[config.mk]
export PLATFORM = sky130hd
export DESIGN_NAME = scpu_run_ctrl
export DESIGN_NICKNAME = d
export VERILOG_FILES = /design/src/rtl/scpu_run_ctrl.sv
export SDC_FILE = /design/constraint.sdc
export NUM_CORES = 1
export LEC_CHECK = 0
export CAP_MARGIN = 20
export CORE_MARGIN = 2
export CORE_UTILIZATION = 33
export DETAILED_ROUTE_END_ITERATION = 8
export PLACE_DENSITY_LB_ADDON = 0.2
export SLEW_MARGIN = 10
export SYNTH_ARGS = -nofsm -noshare
export SYNTH_HDL_FRONTEND = slang
export SYNTH_SLANG_ARGS = --single-unit
[constraint.sdc]
create_clock -name clk -period 4.8 [get_ports clk]
set_input_delay 0.72 -clock clk [delete_from_list [all_inputs] [get_ports clk]]
set_output_delay 0.72 -clock clk [all_outputs]
set_load 0.005 [all_outputs]
[src/rtl/scpu_run_ctrl.sv]
// Run/step/stop sequencer for the scpu core: owns cpu_rst and the per-cycle cpu_en.
// Define SCPU_RUN_CTRL_BP2_EN to add a second breakpoint comparator and the bp_hit output.

module scpu_run_ctrl #(
   parameter int PC_WIDTH       = 32,
   parameter int CNT_WIDTH      = 32,
   parameter int TIMEOUT_CYCLES = 200,
   parameter int RST_CYCLES     = 2
) (
   input  logic                 clk,
   input  logic                 reset,
   input  logic                 cmd_valid,
   input  logic [1:0]           cmd_op,
   output logic                 cmd_ready,
   input  logic                 bp_en,
   input  logic [PC_WIDTH-1:0]  bp_addr,
`ifdef SCPU_RUN_CTRL_BP2_EN
   input  logic                 bp2_en,
   input  logic [PC_WIDTH-1:0]  bp2_addr,
   output logic                 bp_hit,
`endif
   input  logic [PC_WIDTH-1:0]  cpu_pc,
   input  logic                 cpu_halt,
   output logic                 cpu_rst,
   output logic                 cpu_en,
   output logic [1:0]           state,
   output logic [2:0]           stop_reason,
   output logic                 done,
   output logic [CNT_WIDTH-1:0] cycle_count
);

   localparam int RCW = $clog2(RST_CYCLES + 1);
   localparam logic [RCW-1:0]       RST_RELOAD  = RCW'(RST_CYCLES);
   localparam logic [CNT_WIDTH-1:0] TIMEOUT_VAL = CNT_WIDTH'(TIMEOUT_CYCLES);

   localparam logic [1:0] OP_RESET = 2'd0;
   localparam logic [1:0] OP_RUN   = 2'd1;
   localparam logic [1:0] OP_STEP  = 2'd2;
   localparam logic [1:0] OP_STOP  = 2'd3;

   localparam logic [2:0] RSN_NONE    = 3'd0;
   localparam logic [2:0] RSN_USER    = 3'd1;
   localparam logic [2:0] RSN_BREAK   = 3'd2;
   localparam logic [2:0] RSN_TIMEOUT = 3'd3;
   localparam logic [2:0] RSN_HALT    = 3'd4;
   localparam logic [2:0] RSN_STEP    = 3'd5;

   typedef enum logic [1:0] {
      ST_IDLE   = 2'd0,
      ST_RUN    = 2'd1,
      ST_HALTED = 2'd2,
      ST_CPURST = 2'd3
   } state_e;

   state_e               state_q, state_d;
   logic [RCW-1:0]       rst_cnt_q, rst_cnt_d;
   logic [2:0]           stop_reason_q, stop_reason_d;
   logic                 done_q, done_d;
   logic [CNT_WIDTH-1:0] cycle_count_q, cycle_count_d;
   logic                 skip_bp_q, skip_bp_d;
   logic                 step_q, step_d;
`ifdef SCPU_RUN_CTRL_BP2_EN
   logic                 bp_hit_q, bp_hit_d;
   logic                 bp2_match;
`endif

   logic accept_ok, cmd_fire;
   logic op_reset, op_run, op_step, op_stop;
   logic bp1_match, brk_hit, to_hit, stop_now;

   assign accept_ok = !reset && (state_q != ST_CPURST);
   assign cmd_fire  = cmd_valid && accept_ok;
   assign op_reset  = cmd_fire && (cmd_op == OP_RESET);
   assign op_run    = cmd_fire && (cmd_op == OP_RUN);
   assign op_step   = cmd_fire && (cmd_op == OP_STEP);
   assign op_stop   = cmd_fire && (cmd_op == OP_STOP);

   assign bp1_match = bp_en && (cpu_pc == bp_addr);
`ifdef SCPU_RUN_CTRL_BP2_EN
   assign bp2_match = bp2_en && (cpu_pc == bp2_addr);
   assign brk_hit   = (bp1_match || bp2_match) && !skip_bp_q;
`else
   assign brk_hit   = bp1_match && !skip_bp_q;
`endif
   assign to_hit    = (TIMEOUT_CYCLES != 0) && (cycle_count_q == TIMEOUT_VAL);
   // Any stop cause suppresses the enable in the same cycle it is seen.
   assign stop_now  = cpu_halt || brk_hit || to_hit || op_stop || op_reset;

   always_ff @(posedge clk) begin
      if (reset) begin
         state_q       <= ST_CPURST;
         rst_cnt_q     <= RST_RELOAD;
         stop_reason_q <= RSN_NONE;
         done_q        <= 1'b0;
         cycle_count_q <= '0;
         skip_bp_q     <= 1'b0;
         step_q        <= 1'b0;
`ifdef SCPU_RUN_CTRL_BP2_EN
         bp_hit_q      <= 1'b0;
`endif
      end else begin
         state_q       <= state_d;
         rst_cnt_q     <= rst_cnt_d;
         stop_reason_q <= stop_reason_d;
         done_q        <= done_d;
         cycle_count_q <= cycle_count_d;
         skip_bp_q     <= skip_bp_d;
         step_q        <= step_d;
`ifdef SCPU_RUN_CTRL_BP2_EN
         bp_hit_q      <= bp_hit_d;
`endif
      end
   end

   always_comb begin
      state_d       = state_q;
      rst_cnt_d     = rst_cnt_q;
      stop_reason_d = stop_reason_q;
      done_d        = 1'b0;
      skip_bp_d     = skip_bp_q;
      step_d        = 1'b0;
      cycle_count_d = cycle_count_q;
`ifdef SCPU_RUN_CTRL_BP2_EN
      bp_hit_d      = bp_hit_q;
`endif
      if (cpu_en && (cycle_count_q != '1)) cycle_count_d = cycle_count_q + 1'b1;

      unique case (state_q)
         ST_CPURST: begin
            if (rst_cnt_q <= RCW'(1)) state_d = ST_IDLE;
            else                      rst_cnt_d = rst_cnt_q - 1'b1;
         end
         ST_IDLE: begin
            if (op_reset) begin
               state_d = ST_CPURST;
            end else if (step_q) begin
               done_d        = 1'b1;
               state_d       = cpu_halt ? ST_HALTED : ST_IDLE;
               stop_reason_d = cpu_halt ? RSN_HALT : RSN_STEP;
            end else if (op_run) begin
               state_d       = ST_RUN;
               stop_reason_d = RSN_NONE;
               skip_bp_d     = 1'b1;
            end else if (op_step) begin
               step_d = 1'b1;
            end
         end
         ST_RUN: begin
            skip_bp_d = 1'b0;
            if (cpu_halt) begin
               state_d = ST_HALTED; stop_reason_d = RSN_HALT; done_d = 1'b1;
            end else if (brk_hit) begin
               state_d = ST_IDLE; stop_reason_d = RSN_BREAK; done_d = 1'b1;
`ifdef SCPU_RUN_CTRL_BP2_EN
               bp_hit_d = !bp1_match;
`endif
            end else if (to_hit) begin
               state_d = ST_IDLE; stop_reason_d = RSN_TIMEOUT; done_d = 1'b1;
            end else if (op_stop) begin
               state_d = ST_IDLE; stop_reason_d = RSN_USER; done_d = 1'b1;
            end else if (op_reset) begin
               state_d = ST_CPURST;
            end
         end
         ST_HALTED: begin
            if (op_reset) state_d = ST_CPURST;
         end
         default: state_d = ST_CPURST;
      endcase

      // Entering or sitting in CPU reset clears the count; entry reloads the hold counter.
      if (state_d == ST_CPURST) begin
         cycle_count_d = '0;
         if (state_q != ST_CPURST) begin
            rst_cnt_d     = RST_RELOAD;
            stop_reason_d = RSN_NONE;
         end
      end
   end

   always_comb begin
      cmd_ready   = accept_ok;
      cpu_rst     = reset || (state_q == ST_CPURST);
      cpu_en      = 1'b0;
      if (!reset) begin
         if (state_q == ST_RUN)       cpu_en = !stop_now;
         else if (state_q == ST_IDLE) cpu_en = step_q;
      end
      state       = state_q;
      stop_reason = stop_reason_q;
      done        = done_q;
      cycle_count = cycle_count_q;
`ifdef SCPU_RUN_CTRL_BP2_EN
      bp_hit      = bp_hit_q;
`endif
   end

endmodule
==> results.py <==
metrics = {
    "outcome": {
        "status": "finished clean",
    },
    "power_and_ir_drop": {
        "p_int_uw": 726,
        "switching_share": 0.361,
        "p_per_area_nw_per_um2": 272,
        "peakVddDrop_mv": 0.197,
        "power_frac_seq": 0.353,
        "p_leak_uw": 0.00127,
        "switchingPower_uw": 409,
        "clkPwrFrac": 0.258,
        "total_power_uw": 1130,
        "comb_power_share": 0.389,
    },
    "synth": {
        "ys_seq_area_frac": 0.296,
        "syn_area_per_cell_um2": 8.11,
        "synth-simple-area-share": 0.341,
        "synth_compound_area_frac": 0.206,
        "syn-cell-area_um2": 2840,
        "muxShareOfSynthArea": 0,
        "synth.distinct_cells": 48,
        "ys_ff_latch": 42,
        "synth_ff_type": "dfxtp_1",
        "synth_xor_area_frac": 0.0987,
        "synthAdderAreaFrac": 0.0176,
        "netlist_instances": 350,
        "synth_top_family_by_area": "simple AND/OR/NAND/NOR gates",
        "synth_edf_count": 0,
        "syn_nets": 425,
        "synth-warning-count": 0,
        "synth-async-reset-ratio": 0,
    },
    "routing": {
        "m1WireLength_um": 4040,
        "antenna_left": 0,
        "wire_per_inst_um": 15.9,
        "routed.top_layer": "met4",
        "drt-initial-drc-count": 145,
        "vias": 3154,
        "wl_met2_um": 4290,
        "route.detailed.drc": 0,
        "drtPass1Iterations": 4,
        "via_per_inst": 5.64,
        "wirelength_um": 8880,
        "wl_met3_um": 355,
    },
    "grt": {
        "grt_pass1_vias": 3046,
        "antenna_found_initial": 0,
        "grt_max_degree": 64,
        "grt.total_usage": 0.184,
        "overflow": 0,
        "grt_pass1_wl_um": 14700,
    },
    "sta": {
        "min_period_ns": 3.74,
        "tightest_slew_ns": 0.574,
        "fin_skew_ns": 0.0127,
        "worst_slack_ns": 1.06,
        "maxSlewHeadroom": 0.616,
        "period_share": 0.778,
        "tns_ns": 0,
        "finalSetupViolCount": 0,
        "max_freq_mhz": 268,
        "final_hold_viol_count": 0,
        "rsz0062_at_grt": "false",
        "slew_viol_final": 0,
    },
    "die": {
        "die_area_um2": 9360,
        "die_width_um": 96.8,
        "rows": 33,
        "floorplan.initialDensity": 0.342,
        "die_h_um": 96.8,
        "core_area_um2": 8300,
        "ioPinCount": 112,
    },
    "critical_path": {
        "ff2ff_setup_slack_ns": 1.96,
        "crit_chain": "clkdlybuf4s50_1 -> xnor2_1 -> nand4_1 -> nor4_1 -> nand3_1 -> a31oi_4 -> nor2_1 -> clkdlybuf4s50_1",
        "cp_slowest_cell": "clkdlybuf4s50_1",
        "max_stage_delay_ns": 0.49,
        "crit_arrival_ns": 3.02,
        "crit_type": "in2out",
        "worstPathRequired_ns": 4.08,
        "end_kind": "output pin",
        "r2r_end": "cycle_count[21]$_SDFFE_PP0P_",
        "crit_fanout": 6,
        "cpMostUsedCell": "clkdlybuf4s50_1",
        "start_kind": "primary input",
        "r2r_start": "cycle_count[0]$_SDFFE_PP0P_",
        "worst_r2r_path_depth": 10,
    },
    "worst_hold_path": {
        "min_path_cells": 2,
        "min_to": "stop_reason[1]$_SDFF_PP0_",
        "hold_path_class": "reg2reg",
        "hp-start": "stop_reason[1]$_SDFF_PP0_",
    },
    "finish": {
        "n_fill_cell": 801,
        "final_nets": 529,
        "drive_above_1_share": 0.0639,
        "design_area_um2": 4180,
        "antenna_cells": 0,
        "synthToLayoutAreaGrowth_pct": 47.0,
    },
    "clock_network": {
        "path_clk_slew_ns": 0.07,
        "clockRootBuffer": "clkbuf_8",
        "cts_hold_buf": 0,
        "cts_buffers": 5,
        "cts_tree": "built",
        "cts_setup_buffers": 0,
        "worstSkewPairLatency_ns": 0.30,
        "htreeDepth": 2,
        "cts_buffer_depth": 2,
        "cts.sinks": 42,
        "cts_resized": 0,
    },
    "placement": {
        "dp_hpwl_um": 6590,
        "portBuffers": 111,
        "pre_cts_slack_ns": 1.05,
        "place_area_um2": 4060,
        "gp_congestion": 0.844,
    },
    "flow_run": {
        "cap_viol_max_count": 0,
    },
}
[cell usage after synthesis, types with 3 or more instances]
| master | instances | area, um2 |
|---|---|---|
| dfxtp_1 | 42 | 841 |
| a21oi_1 | 41 | 205 |
| nand4_1 | 16 | 100 |
| nand3_1 | 12 | 60.1 |
| nor4_1 | 5 | 31.3 |
| o31ai_1 | 9 | 67.6 |
| nand2_1 | 15 | 56.3 |
| nor2_1 | 13 | 48.8 |
| clkbuf_1 | 14 | 52.6 |
| ha_1 | 4 | 50.1 |
| and3_1 | 4 | 25.0 |
| buf_2 | 4 | 20.0 |
| or4_1 | 18 | 135 |
| nor3_1 | 7 | 35.0 |
| and4_1 | 4 | 35.0 |
| a31oi_1 | 3 | 18.8 |
| nor4b_1 | 3 | 26.3 |
| xnor2_1 | 31 | 272 |
| or4b_1 | 11 | 110 |
| o41ai_1 | 8 | 70.1 |
| or3_1 | 20 | 125 |
| o21ai_0 | 24 | 120 |
| a31o_2 | 3 | 26.3 |
| nand2b_1 | 3 | 18.8 |
| inv_1 | 9 | 33.8 |
[final cells by class]
| cell class | instances | area [um2] | area share |
|---|---|---|---|
| Clock buffer | 6 | 82.6 | 0.0198 |
| Inverter | 9 | 33.8 | 0.00809 |
| Sequential cell | 42 | 841 | 0.201 |
| Clock inverter | 1 | 30.0 | 0.00719 |
| Timing Repair Buffer | 116 | 1150 | 0.275 |
| Multi-Input combinational cell | 280 | 1910 | 0.457 |
| Tap cell | 105 | 131 | 0.0315 |
[power by group through the flow]
stage	clock network [uW]	logic [uW]	registers [uW]
after floorplan	0	271	388
final	293	442	400
after global placement	0	431	407
after detailed placement	0	437	406
after global routing	314	482	404
after CTS	300	440	399
[stage by stage]
step	std cells	util	hold slack, ns
after floorplan	350	-	0.479
after global placement	552	0.490	0.479
after detailed placement	552	0.490	0.505
after CTS	559	0.503	0.521
after global routing	559	0.503	0.555
final	559	0.503	0.510
[layer usage]
layer / up-vias / global-route usage
met5: - / 0
met4: 0 / 0.0639
met3: 16 / 0.0173
met2: 102 / 0.312
met1: 1483 / 0.243
li1: 1553 / -
[state kept, by name, indices dropped and copies added (netlist names)]
signal,count
stop_reason,3
step_q,1
rst_cnt_q,2
state,2
cycle_count,32
skip_bp_q,1
done,1
[worst max-delay path: cells and delay by family]
family                 cells  cell delay, ns
AO/OA/AOI/OAI              1            0.33
AND/OR/NAND/NOR            4            0.92
buffers and inverters      2            0.94
XOR/XNOR                   1            0.12
[worst max-delay path by stage]
stage | slack [ns] | from | to | cells past startpoint
after floorplan | 1.90 | bp_addr[10] | cpu_en | 8
after global placement | 1.15 | bp_addr[10] | cpu_en | 8
after detailed placement | 1.05 | bp_addr[10] | cpu_en | 8
after CTS | 1.05 | bp_addr[10] | cpu_en | 8
after global routing | 0.91 | reset | cpu_en | 9
final | 1.06 | bp_addr[10] | cpu_en | 8
[kinds of logic (layout without fill, tap and decap cells)]
family                   Yosys count  after routing
flip-flops                        42             42
XOR/XNOR                          32             32
adder cells (fa/ha/maj)            4              4
AND/OR/NAND/NOR                  148            148
AO/OA/AOI/OAI                     96             96
buffers and inverters             28            132
[cell usage in the layout, fill, tap and decap left out, types with 3 or more instances in the layout]
master           count
dfxtp_1             42
ha_1                 4
buf_4                5
o21ai_0             24
o31ai_1              9
nor3_1               6
a21oi_1             40
nand3_1             12
nand2b_1             3
nand4_1             16
or4_1               18
or4b_1              11
and4_1               4
nand2_1             15
nor4_1               5
clkdlybuf4s50_1    111
nor2_1              13
and3_1               4
clkbuf_8             6
o41ai_1              8
a31o_2               3
inv_1                9
or3_1               20
xnor2_1             31
nor4b_1              3
(Power assumes the default switching activity.)
